[config.mk]
export PLATFORM = sky130hd
export DESIGN_NAME = buffered_spi_master
export DESIGN_NICKNAME = d
export VERILOG_FILES = /design/src/rtl/buffered_spi_master.sv
export SDC_FILE = /design/constraint.sdc
export NUM_CORES = 1
export LEC_CHECK = 0
export BUFFER_PORTS_ARGS = -buffer_cell sky130_fd_sc_hd__buf_2
export CORE_MARGIN = 2
export CORE_UTILIZATION = 65
export CTS_BUF_LIST = sky130_fd_sc_hd__clkbuf_4
export CTS_CLUSTER_DIAMETER = 150
export DETAILED_ROUTE_END_ITERATION = 16
export PLACE_DENSITY = 0.85
export SETUP_SLACK_MARGIN = 0.02
export SLEW_MARGIN = 25
export SYNTH_ARGS = -nofsm -noshare
export SYNTH_HDL_FRONTEND = slang
export SYNTH_SLANG_ARGS = --single-unit
[constraint.sdc]
create_clock -name clk -period 8.6 [get_ports clk]
set_clock_uncertainty 0.2 [all_clocks]
set_input_delay 1.72 -clock clk [delete_from_list [all_inputs] [get_ports clk]]
set_output_delay 1.72 -clock clk [all_outputs]
set_load 0.01 [all_outputs]
[src/rtl/buffered_spi_master.sv]
// SPI mode-0 master with a transmit FIFO; one DATA_WIDTH word per cs-low frame, MSB first.
// Each received word is presented on rx_data with a one-cycle rx_valid as cs rises.
module buffered_spi_master #(
  parameter int DATA_WIDTH = 8,
  parameter int CLK_DIV    = 4,
  parameter int TX_DEPTH   = 16
) (
  input  logic                  clk,
  input  logic                  reset,
  input  logic [DATA_WIDTH-1:0] tx_data,
  input  logic                  tx_valid,
  output logic                  tx_ready,
  output logic [DATA_WIDTH-1:0] rx_data,
  output logic                  rx_valid,
  output logic                  busy,
  output logic                  cs,
  output logic                  sck,
  output logic                  mosi,
  input  logic                  miso
);
  localparam int AW   = $clog2(TX_DEPTH);
  localparam int CW   = AW + 1;
  localparam int DIVW = (CLK_DIV > 1) ? $clog2(CLK_DIV) : 1;
  localparam int BW   = $clog2(DATA_WIDTH + 1);

  typedef enum logic [2:0] {IDLE, SETUP, SHIFT_HI, SHIFT_LO, HOLD} state_t;
  state_t r_state, w_next;

  logic [DATA_WIDTH-1:0] r_mem [TX_DEPTH];
  logic [AW-1:0]         r_wr, r_rd;
  logic [CW-1:0]         r_cnt;
  logic [DATA_WIDTH-1:0] r_tx, r_rx, r_rx_data;
  logic [DIVW-1:0]       r_div;
  logic [BW-1:0]         r_bit;
  logic                  r_rx_valid, r_en;

  logic w_empty, w_full, w_push, w_div_done, w_bits_done;
  logic w_cs, w_sck, w_pop, w_sample, w_shift, w_last, w_enter_hi;

  assign w_empty     = (r_cnt == '0);
  assign w_full      = (r_cnt == CW'(TX_DEPTH));
  assign w_push      = tx_valid & tx_ready;
  assign w_div_done  = (r_div == DIVW'(CLK_DIV - 1));
  assign w_bits_done = (r_bit == BW'(DATA_WIDTH));
  assign w_enter_hi  = (w_next == SHIFT_HI) && (r_state != SHIFT_HI);

  always_ff @(posedge clk) begin
    if (!reset) r_state <= IDLE;
    else        r_state <= w_next;
  end

  always_comb begin
    w_next = r_state;
    case (r_state)
      IDLE:     if (!w_empty)  w_next = SETUP;
      SETUP:    if (w_div_done) w_next = SHIFT_HI;
      SHIFT_HI: if (w_div_done) w_next = SHIFT_LO;
      SHIFT_LO: if (w_div_done) w_next = w_bits_done ? HOLD : SHIFT_HI;
      HOLD:     if (w_div_done) w_next = IDLE;
      default:  w_next = IDLE;
    endcase
  end

  always_comb begin
    w_cs     = 1'b1;
    w_sck    = 1'b0;
    w_pop    = 1'b0;
    w_sample = 1'b0;
    w_shift  = 1'b0;
    w_last   = 1'b0;
    case (r_state)
      IDLE:  w_pop = !w_empty;
      SETUP: w_cs  = 1'b0;
      SHIFT_HI: begin
        w_cs     = 1'b0;
        w_sck    = 1'b1;
        w_sample = (r_div == '0);
        // r_bit already counts this rising edge, so the last bit leaves mosi alone
        w_shift  = w_div_done && !w_bits_done;
      end
      SHIFT_LO: begin
        w_cs   = 1'b0;
        w_last = w_div_done && w_bits_done;
      end
      default: ;
    endcase
  end

  always_ff @(posedge clk) begin
    if (w_push) r_mem[r_wr] <= tx_data;
  end

  always_ff @(posedge clk) begin
    if (!reset) begin
      r_wr       <= '0;
      r_rd       <= '0;
      r_cnt      <= '0;
      r_tx       <= '0;
      r_rx       <= '0;
      r_rx_data  <= '0;
      r_div      <= '0;
      r_bit      <= '0;
      r_rx_valid <= 1'b0;
      r_en       <= 1'b0;
    end else begin
      r_en <= 1'b1;
      if (w_push) r_wr <= r_wr + AW'(1);
      if (w_pop)  r_rd <= r_rd + AW'(1);
      case ({w_push, w_pop})
        2'b10:   r_cnt <= r_cnt + CW'(1);
        2'b01:   r_cnt <= r_cnt - CW'(1);
        default: ;
      endcase

      if (r_state == IDLE || w_next != r_state) r_div <= '0;
      else                                      r_div <= r_div + DIVW'(1);

      if (w_pop) begin
        r_tx  <= r_mem[r_rd];
        r_bit <= '0;
      end else begin
        if (w_shift)    r_tx  <= {r_tx[DATA_WIDTH-2:0], 1'b0};
        if (w_enter_hi) r_bit <= r_bit + BW'(1);
      end

      if (w_sample) r_rx <= {r_rx[DATA_WIDTH-2:0], miso};
      r_rx_valid <= w_last;
      if (w_last) r_rx_data <= r_rx;
    end
  end

  assign tx_ready = r_en & ~w_full;
  assign rx_data  = r_rx_data;
  assign rx_valid = r_rx_valid;
  assign busy     = (r_state != IDLE) | ~w_empty;
  assign cs       = w_cs;
  assign sck      = w_sck;
  assign mosi     = r_tx[DATA_WIDTH-1];
endmodule

==> results of run 1 <==
[state kept, by name, summed over array words and instances, names as in the netlist, named ones only]
register,cells
r_tx,8
r_rx,8
rx_valid,1
r_bit,4
r_state,3
r_wr,4
r_mem,128
r_en,1
r_cnt,5
r_rd,4
rx_data,8
r_div,2
[worst reg2reg max path, stage by stage, from the launching register on]
cell	delay, ps
dfxtp_1	380
or4_1	720
o21ai_4	380
inv_2	180
ha_1	300
fa_1	430
a21o_1	180
a21oi_1	200
mux2i_1	250
mux2i_1	200
[logic make-up after synthesis]
family | after synthesis | synth area share (%)
flip-flops | 180 | 66.6
AND/OR/NAND/NOR | 116 | 7.35
multiplexers | 59 | 14.4
AO/OA/AOI/OAI | 55 | 5.26
buffers and inverters | 37 | 2.68
adder cells (fa/ha/maj) | 14 | 2.49
XOR/XNOR | 10 | 1.19
[routing by layer]
layer  vias up  share of wire [%]  track usage (%)
met5         -                  0                0
met4         0                2.1             10.8
met3        26                5.7             5.53
met2       137                 50             39.5
met1      1985                 42             30.3
li1       1858                  -                -
[power by group]
part / total (uW) / internal (uW) / switching (uW)
Clock: 485 / 184 / 300
Combinational: 377 / 161 / 216
Sequential: 1030 / 972 / 53.0
Total: 1890 / 1320 / 569
[cell usage in the layout, fill, tap and decap left out, types with 4 or more instances in the layout]
cell type / count
mux4_2: 21
dfxtp_1: 51
o21ai_0: 10
mux2i_1: 19
a221o_1: 7
nor3_1: 14
buf_2: 25
buf_4: 5
nand3_1: 6
ha_1: 13
mux2_2: 7
nand2_1: 30
clkbuf_4: 18
o2bb2ai_1: 7
nand2b_1: 5
edfxtp_1: 128
xnor2_1: 4
inv_1: 9
nor2_1: 42
xor2_1: 6
a21oi_1: 19
mux4_1: 12
[through the flow]
stage	util, %	cells	total power, uW	worst slack [ps]
floorplan	-	471	1340	4920
global placement	68.7	615	1400	4560
detailed placement	68.8	615	1420	4440
CTS	71.6	647	1890	4580
global route	71.6	647	1970	4530
finish	71.6	647	1890	4620
[final timing paths]
kind	cells after the start	end	startpoint
min	1	r_div[0]$_SDFF_PP0_	r_div[0]$_SDFF_PP0_
max	4	busy	r_cnt[0]$_SDFFE_PN0P_
min reg2reg	1	r_div[0]$_SDFF_PP0_	r_div[0]$_SDFF_PP0_
max reg2reg	9	r_cnt[4]$_SDFFE_PN0P_	r_cnt[0]$_SDFFE_PN0P_
[cell type report]
cell class              count  share of cell area, %
inverters                  11                  0.528
clock inverters            14                   2.11
flip-flops and latches    180                   62.5
well taps                 140                   2.24
repair buffers             30                   2.08
multi-input cells         254                   28.8
clock buffers              18                   1.73
==> impl_metrics.json, run 1 <==
{
  "fmaxAchievable_mhz": 251,
  "fp.coreArea_mm2": 0.0109,
  "p_leak_uw": 0.00258,
  "max-clock-path-buffers": 2,
  "antenna-diode-count": 0,
  "track_usage_pct": 23.9,
  "syn-cell-area_mm2": 0.00733,
  "ys_warn_count": 0,
  "synth_area_leader_cell": "edfxtp_1",
  "worst_setup_path_start_kind": "register",
  "n_fill_cell": 690,
  "clock-root-buffer": "clkbuf_4",
  "status": "finished, final reports clean",
  "ios": 26,
  "synth.avg_cell_area_um2": 15.6,
  "worst_pin_slew_ps": 918,
  "drc": 0,
  "start_util_pct": 67.1,
  "worstSkewPairLatency_ps": 570,
  "synthArstFlopShare_pct": 0,
  "cts_made_buffers": 17,
  "post-synth-top-count-cell": "edfxtp_1",
  "drive_gt1_share_pct": 18.9,
  "place_area_mm2": 0.00752,
  "synth_edf_count": 128,
  "dr.pass1.iters": 5,
  "finalWirelength_um": 13300,
  "path_clk_slew_ps": 140,
  "cts_tree": "done",
  "synth.distinct_cells": 52,
  "die_x_um": 110,
  "ys_top_cells_by_area": "edfxtp_1 (52%), dfxtp_1 (14%), mux4_2 (6.4%)",
  "final_area_mm2": 0.00783,
  "yosysSeqAreaShare_pct": 66.6,
  "fin_crit_sh_pct": 46.3,
  "min_path_type": "reg -> reg",
  "portBuffers": 25,
  "die-area_mm2": 0.0121,
  "cts_hold_buf": 0,
  "rrSetupSlack_ps": 5130,
  "netlist_top_cells_count": "edfxtp_1 (128), dfxtp_1 (52), nor2_1 (42)",
  "synth_seq_cells": 180,
  "drtIter0Drc": 510,
  "area_growth_pct": 6.71,
  "grt_antenna_before_repair": 0,
  "whs_ps": 263,
  "wire_per_inst_um": 20.6,
  "cts.sinks": 180,
  "powerDensity_mw_per_mm2": 241,
  "grt_max_degree": 35,
  "viasPerCell": 6.19,
  "grt_pass1_vias": 3842,
  "syn_nets": 497,
  "synth_top_area_share_pct": 52.4,
  "finalMaxSlewViolations": 0,
  "slowest_stage": "or4_1",
  "syn_inst": 471,
  "maxCapViolCount": 0,
  "path_cells": "or4_1 -> nor2_1 -> nand2_1 -> buf_2",
  "arrival_ps": 2060,
  "critPathMaxStageDelay_ps": 720,
  "nets": 520,
  "rows": 38,
  "htreeDepth": 4,
  "finalHoldViolations": 0,
  "rsz0062_at_grt": "no",
  "dp_hpwl_um": 8500,
  "die_h_um": 110,
  "multiInputGateArea_mm2": 0.00226,
  "cp_max_fo": 7,
  "tns_ps": 0,
  "fin_crit_ps": 3980,
  "end_kind": "output port",
  "gp_congestion": 0.774,
  "overflow": 0,
  "final-setup-viol-count": 0,
  "vias": 4006,
  "cp_top_family": "simple AND/OR/NAND/NOR gates",
  "critPathRequiredTime_ps": 6680,
  "drt.antenna.violating_nets": 0,
  "cp.buffers_inverters": 1,
  "vdd_drop_max_v": 0.000206,
  "post_cts_buffers": 0,
  "synth-main-ff-cell": "edfxtp_1",
  "grt_pass1_wl_um": 20500,
  "critPathKind": "reg -> out",
  "register_area_mm2": 0.00489,
  "max_slew_margin_pct": 38.6,
  "cts_resized": 0
}
(Power assumes the default switching activity.)
==> run 2: changes to the inputs <==
- CORE_UTILIZATION: 65 -> 64
- PLACE_DENSITY: 0.85 -> 0.84
- clock period: 8.6 -> 4.05 ns (I/O delays scaled with it)
==> run 2 against run 1 <==
  * Die area is 1.5% higher
  * Combinational power is 120% higher
  * Cell count is 0.77% higher
  * Sequential share of layout area is 0.45 points higher
  * Clock power is 76% higher
  * Largest cell class unchanged
==> impl_metrics.json, run 2 (synthesized netlist as in run 1, its figures left out) <==
{
  "fp.coreArea_mm2": 0.0113,
  "final_util_pct": 68.6,
  "drive_gt1_share_pct": 18.5,
  "rrSetupSlack_ps": 590,
  "wire_per_inst_um": 20.2,
  "drc": 0,
  "die-area_mm2": 0.0123,
  "largest_reg_flops": 128,
  "max_slew_margin_pct": 37.7,
  "die_x_um": 111,
  "dr_wl_met2_um": 6780,
  "finalMaxSlewViolations": 0,
  "track_usage_pct": 23.1,
  "grt_antenna_before_repair": 0,
  "htreeDepth": 4,
  "met1_length_um": 5490,
  "rr_startpoint": "r_cnt[0]$_SDFFE_PN0P_",
  "cts_resized": 0,
  "routed.top_layer": "met4",
  "drtIter0Drc": 261,
  "cts_hold_buf": 0,
  "rsz0062_at_grt": "no",
  "final-setup-viol-count": 0,
  "powerDensity_mw_per_mm2": 494,
  "dp_hpwl_um": 8460,
  "fin_cells": 652,
  "fmaxAchievable_mhz": 289,
  "max-clock-path-buffers": 2,
  "p_leak_uw": 0.00256,
  "status": "finished, final reports clean",
  "rows": 39,
  "antenna-diode-count": 0,
  "grt_pass1_wl_um": 21200,
  "dr_wl_met3_um": 613,
  "drt.antenna.violating_nets": 0,
  "nets": 522,
  "viasPerCell": 6.13,
  "end_kind": "register",
  "ios": 26,
  "min_path_type": "in -> reg",
  "critPathRequiredTime_ps": 4360,
  "cts_made_buffers": 17,
  "grt_pass1_vias": 4005,
  "worst_setup_path_start_kind": "register",
  "vias": 3996,
  "tns_ps": 0,
  "cts.sinks": 180,
  "fin_crit_ps": 3460,
  "final_common_cell": "edfxtp_1",
  "final_area_mm2": 0.00777,
  "gp_congestion": 0.814,
  "grt_max_degree": 35,
  "crit_start": "r_cnt[0]$_SDFFE_PN0P_",
  "worstHoldPathCells": 3,
  "worstHoldEndpoint": "r_rx[0]$_SDFFE_PN0P_",
  "whs_ps": 259,
  "cp_max_fo": 13,
  "finalHoldViolations": 0,
  "die_h_um": 111,
  "area_growth_pct": 5.92,
  "worstSkewPairLatency_ps": 570,
  "regMostFlops": "r_mem",
  "slowest_stage": "or4_1",
  "clock-root-buffer": "clkbuf_4",
  "path_cells": "or4_1 -> o21ai_4 -> inv_2 -> ha_1 -> fa_1 -> a21o_1 -> a21oi_1 -> mux2i_1 -> mux2i_1",
  "finalWirelength_um": 13200,
  "cts_tree": "done",
  "critPathKind": "reg -> reg",
  "cp_common_cell": "mux2i_1",
  "fin_crit_sh_pct": 85.3,
  "rr_worst_depth": 9,
  "cp.buffers_inverters": 1,
  "worst_pin_slew_ps": 931,
  "portBuffers": 25,
  "overflow": 0,
  "timing.rr.end": "r_cnt[4]$_SDFFE_PN0P_",
  "layout_common_cells": "edfxtp_1 (128), dfxtp_1 (50), nor2_1 (42)",
  "dr.pass1.iters": 4,
  "maxCapViolCount": 0,
  "cp_top_family": "compound AO/OA/AOI/OAI gates",
  "place_inst": 620,
  "place_area_mm2": 0.00754,
  "critPathMaxStageDelay_ps": 710,
  "arrival_ps": 3770,
  "vdd_drop_max_v": 0.000314,
  "post_cts_buffers": 0,
  "hold_start": "miso",
  "start_util_pct": 64.8,
  "path_clk_slew_ps": 130
}
[run 2: cell types whose count changed in the layout (fill, tap and decap cells not counted), moves of 2 or more]
cell,previous run,this run
inv_8,3,0
clkinv_1,1,5
clkinv_4,2,0
inv_6,3,0
buf_4,5,7
clkinv_2,1,5
clkinvlp_2,0,2
dfxtp_2,0,2
[run 2: where the power goes]
group,switching (uW),leakage (uW),internal [uW],total (uW)
Sequential,106,0.00158,2060,2170
Clock,560,0.000123,293,852
Combinational,471,0.000858,345,816
Total,1140,0.00256,2700,3840
[run 2: routing by layer]
metal	global-route usage [%]	vias up
met3	5.36	25
met5	0	-
met2	39.0	107
li1	-	1860
met4	8.89	0
met1	29.5	2004
[run 2: final cells by class]
| type | instances | area, um2 |
|---|---|---|
| Sequential cell | 180 | 4890 |
| Tap cell | 143 | 179 |
| Multi-Input combinational cell | 254 | 2250 |
| Clock buffer | 18 | 135 |
| Inverter | 11 | 41.3 |
| Fill cell | 759 | 3550 |
| Timing Repair Buffer | 32 | 178 |
| Clock inverter | 14 | 95.1 |
[run 2: through the flow]
step                total power [uW]  worst slack (ps)
detailed placement              3020               667
global route                    4030               397
CTS                             3860               581
floorplan                       2850              1080
global placement                2960               759
finish                          3840               594
[run 2: worst register-to-register path: stages (launching register included)]
cell	delay [ps]
dfxtp_1	380
or4_1	710
o21ai_4	370
inv_2	180
ha_1	310
fa_1	440
a21o_1	190
a21oi_1	190
mux2i_1	240
mux2i_1	190
[run 2: worst max-delay path by stage]
stage / to / slack [ps] / cells after the start
finish: r_cnt[4]$_SDFFE_PN0P_ / 590 / 9
CTS: r_cnt[4]$_SDFFE_PN0P_ / 580 / 9
detailed placement: r_cnt[4]$_SDFFE_PN0P_ / 670 / 9
global placement: r_cnt[4]$_SDFFE_PN0P_ / 760 / 9
global route: r_cnt[4]$_SDFFE_PN0P_ / 400 / 9
floorplan: r_cnt[4]$_SDFFE_PN0P_ / 1080 / 11
==> run 3: changes to the inputs <==
- CORE_UTILIZATION: 64 -> 50
- PLACE_DENSITY: 0.84 -> 0.69
==> run 3 against run 2 <==
  * Sequential share of layout area is 0.96 points lower
  * Register-to-register slack gained 60 ps
  * Global-route usage down 5.1 points
  * Critical path type unchanged
  * Largest power group unchanged
==> impl_metrics.json, run 3 (synthesized netlist as in run 1, its figures left out) <==
{
  "wire_per_inst_um": 19.2,
  "clock-root-buffer": "clkbuf_4",
  "drive_gt1_share_pct": 18.8,
  "fin_crit_sh_pct": 84.0,
  "viasPerCell": 5.66,
  "cts_hold_buf": 0,
  "worst_pin_slew_ps": 869,
  "max-clock-path-buffers": 2,
  "end_kind": "register",
  "gp_congestion": 0.786,
  "rr_startpoint": "r_cnt[0]$_SDFFE_PN0P_",
  "tns_ps": 0,
  "largest_reg_flops": 128,
  "final_common_cell": "edfxtp_1",
  "cts_made_buffers": 17,
  "cp_max_fo": 13,
  "fin_cells": 694,
  "drt.antenna.violating_nets": 0,
  "antenna-diode-count": 0,
  "nets": 524,
  "place_area_mm2": 0.00760,
  "fin_crit_ps": 3400,
  "drc": 0,
  "max_slew_margin_pct": 42.0,
  "grt_pass1_wl_um": 21400,
  "path_clk_slew_ps": 130,
  "rows": 44,
  "die-area_mm2": 0.0157,
  "dr_wl_met2_um": 6470,
  "worstSkewPairLatency_ps": 550,
  "vdd_drop_max_v": 0.000231,
  "overflow": 0,
  "status": "finished, final reports clean",
  "crit_start": "r_cnt[0]$_SDFFE_PN0P_",
  "layout_common_cells": "edfxtp_1 (128), dfxtp_1 (51), nor2_1 (42)",
  "die_h_um": 125,
  "fmaxAchievable_mhz": 294,
  "grt_max_degree": 34,
  "rsz0062_at_grt": "no",
  "finalHoldViolations": 0,
  "drtIter0Drc": 408,
  "maxCapViolCount": 0,
  "slowest_stage": "or4_1",
  "regMostFlops": "r_mem",
  "place_inst": 663,
  "die_x_um": 125,
  "setup_ws_ps": 649,
  "worstHoldPathCells": 1,
  "finalMaxSlewViolations": 0,
  "rr_worst_depth": 9,
  "grt_pass1_vias": 4021,
  "whs_ps": 261,
  "track_usage_pct": 18.0,
  "portBuffers": 25,
  "cp_common_cell": "mux2i_1",
  "fp.coreArea_mm2": 0.0144,
  "dr.pass1.iters": 4,
  "critPathRequiredTime_ps": 4330,
  "hold_start": "r_div[0]$_SDFF_PP0_",
  "critPathMaxStageDelay_ps": 710,
  "cts.sinks": 180,
  "powerDensity_mw_per_mm2": 500,
  "start_util_pct": 50.8,
  "ios": 26,
  "p_leak_uw": 0.00260,
  "area_growth_pct": 7.54,
  "cts_tree": "done",
  "min_path_type": "reg -> reg",
  "path_cells": "or4_1 -> o21ai_4 -> inv_2 -> ha_1 -> fa_1 -> a21o_1 -> a21oi_1 -> mux2i_1 -> mux2i_1",
  "met1_length_um": 5860,
  "routed.top_layer": "met4",
  "worst_setup_path_start_kind": "register",
  "grt_antenna_before_repair": 0,
  "finalWirelength_um": 13300,
  "htreeDepth": 4,
  "vias": 3927,
  "pre_cts_ws_ps": 690,
  "dp_hpwl_um": 8740,
  "cts_resized": 0,
  "critPathKind": "reg -> reg",
  "final_area_mm2": 0.00789,
  "arrival_ps": 3680,
  "dr_wl_met3_um": 631,
  "final-setup-viol-count": 0,
  "post_cts_buffers": 0
}
==> run 3: changes by cell type in the layout (fill, tap and decap cells not counted), moves of 2 or more <==
cell        delta
clkinv_2       -3
clkinv_4       +3
buf_4          +2
clkinv_1       -2
clkinvlp_2     -2
inv_6          +2
==> run 3: cell type report <==
cell class                 instances  area [um2]
sequential                       180        4890
clock inverter                    14         156
tap                              184         230
fill                            1162        6540
timing repair buffer              34         193
inverter                          11        41.3
clock buffer                      17         128
multi-input combinational        254        2250
==> run 3: path summary, 6_finish.rpt <==
kind	slack (ps)	end
setup / recovery	650	r_cnt[4]$_SDFFE_PN0P_
hold / removal	260	r_div[0]$_SDFF_PP0_
setup reg to reg	650	r_cnt[4]$_SDFFE_PN0P_
hold reg to reg	260	r_div[0]$_SDFF_PP0_
==> run 3: where the power goes <==
group | internal (uW) | leakage [uW] | switching [uW]
clock network | 372 | 0.000152 | 597
logic | 342 | 0.000869 | 463
registers | 2060 | 0.00158 | 105
==> run 3: critical path, delay by kind of cell (launching register included) <==
kind / cells / cell delay [ps]
buf+inv: 1 / 180
compound gates: 3 / 720
flops: 1 / 380
mux: 2 / 440
fa+ha+maj: 2 / 740
simple gates: 1 / 710
==> run 3: per-layer routing <==
layer / track usage [%] / vias up
met4: 8.10 / 0
met1: 22.7 / 1953
met2: 29.6 / 92
met3: 4.49 / 21
li1: - / 1861
met5: 0 / -
==> run 3: metrics by stage <==
stage,power (uW),utilization [%]
6_report,3940,54.7
5_1_grt,4160,54.7
4_1_cts,3990,54.7
3_5_place_dp,3010,52.7
3_3_place_gp,2970,52.7
2_1_floorplan,2850,-
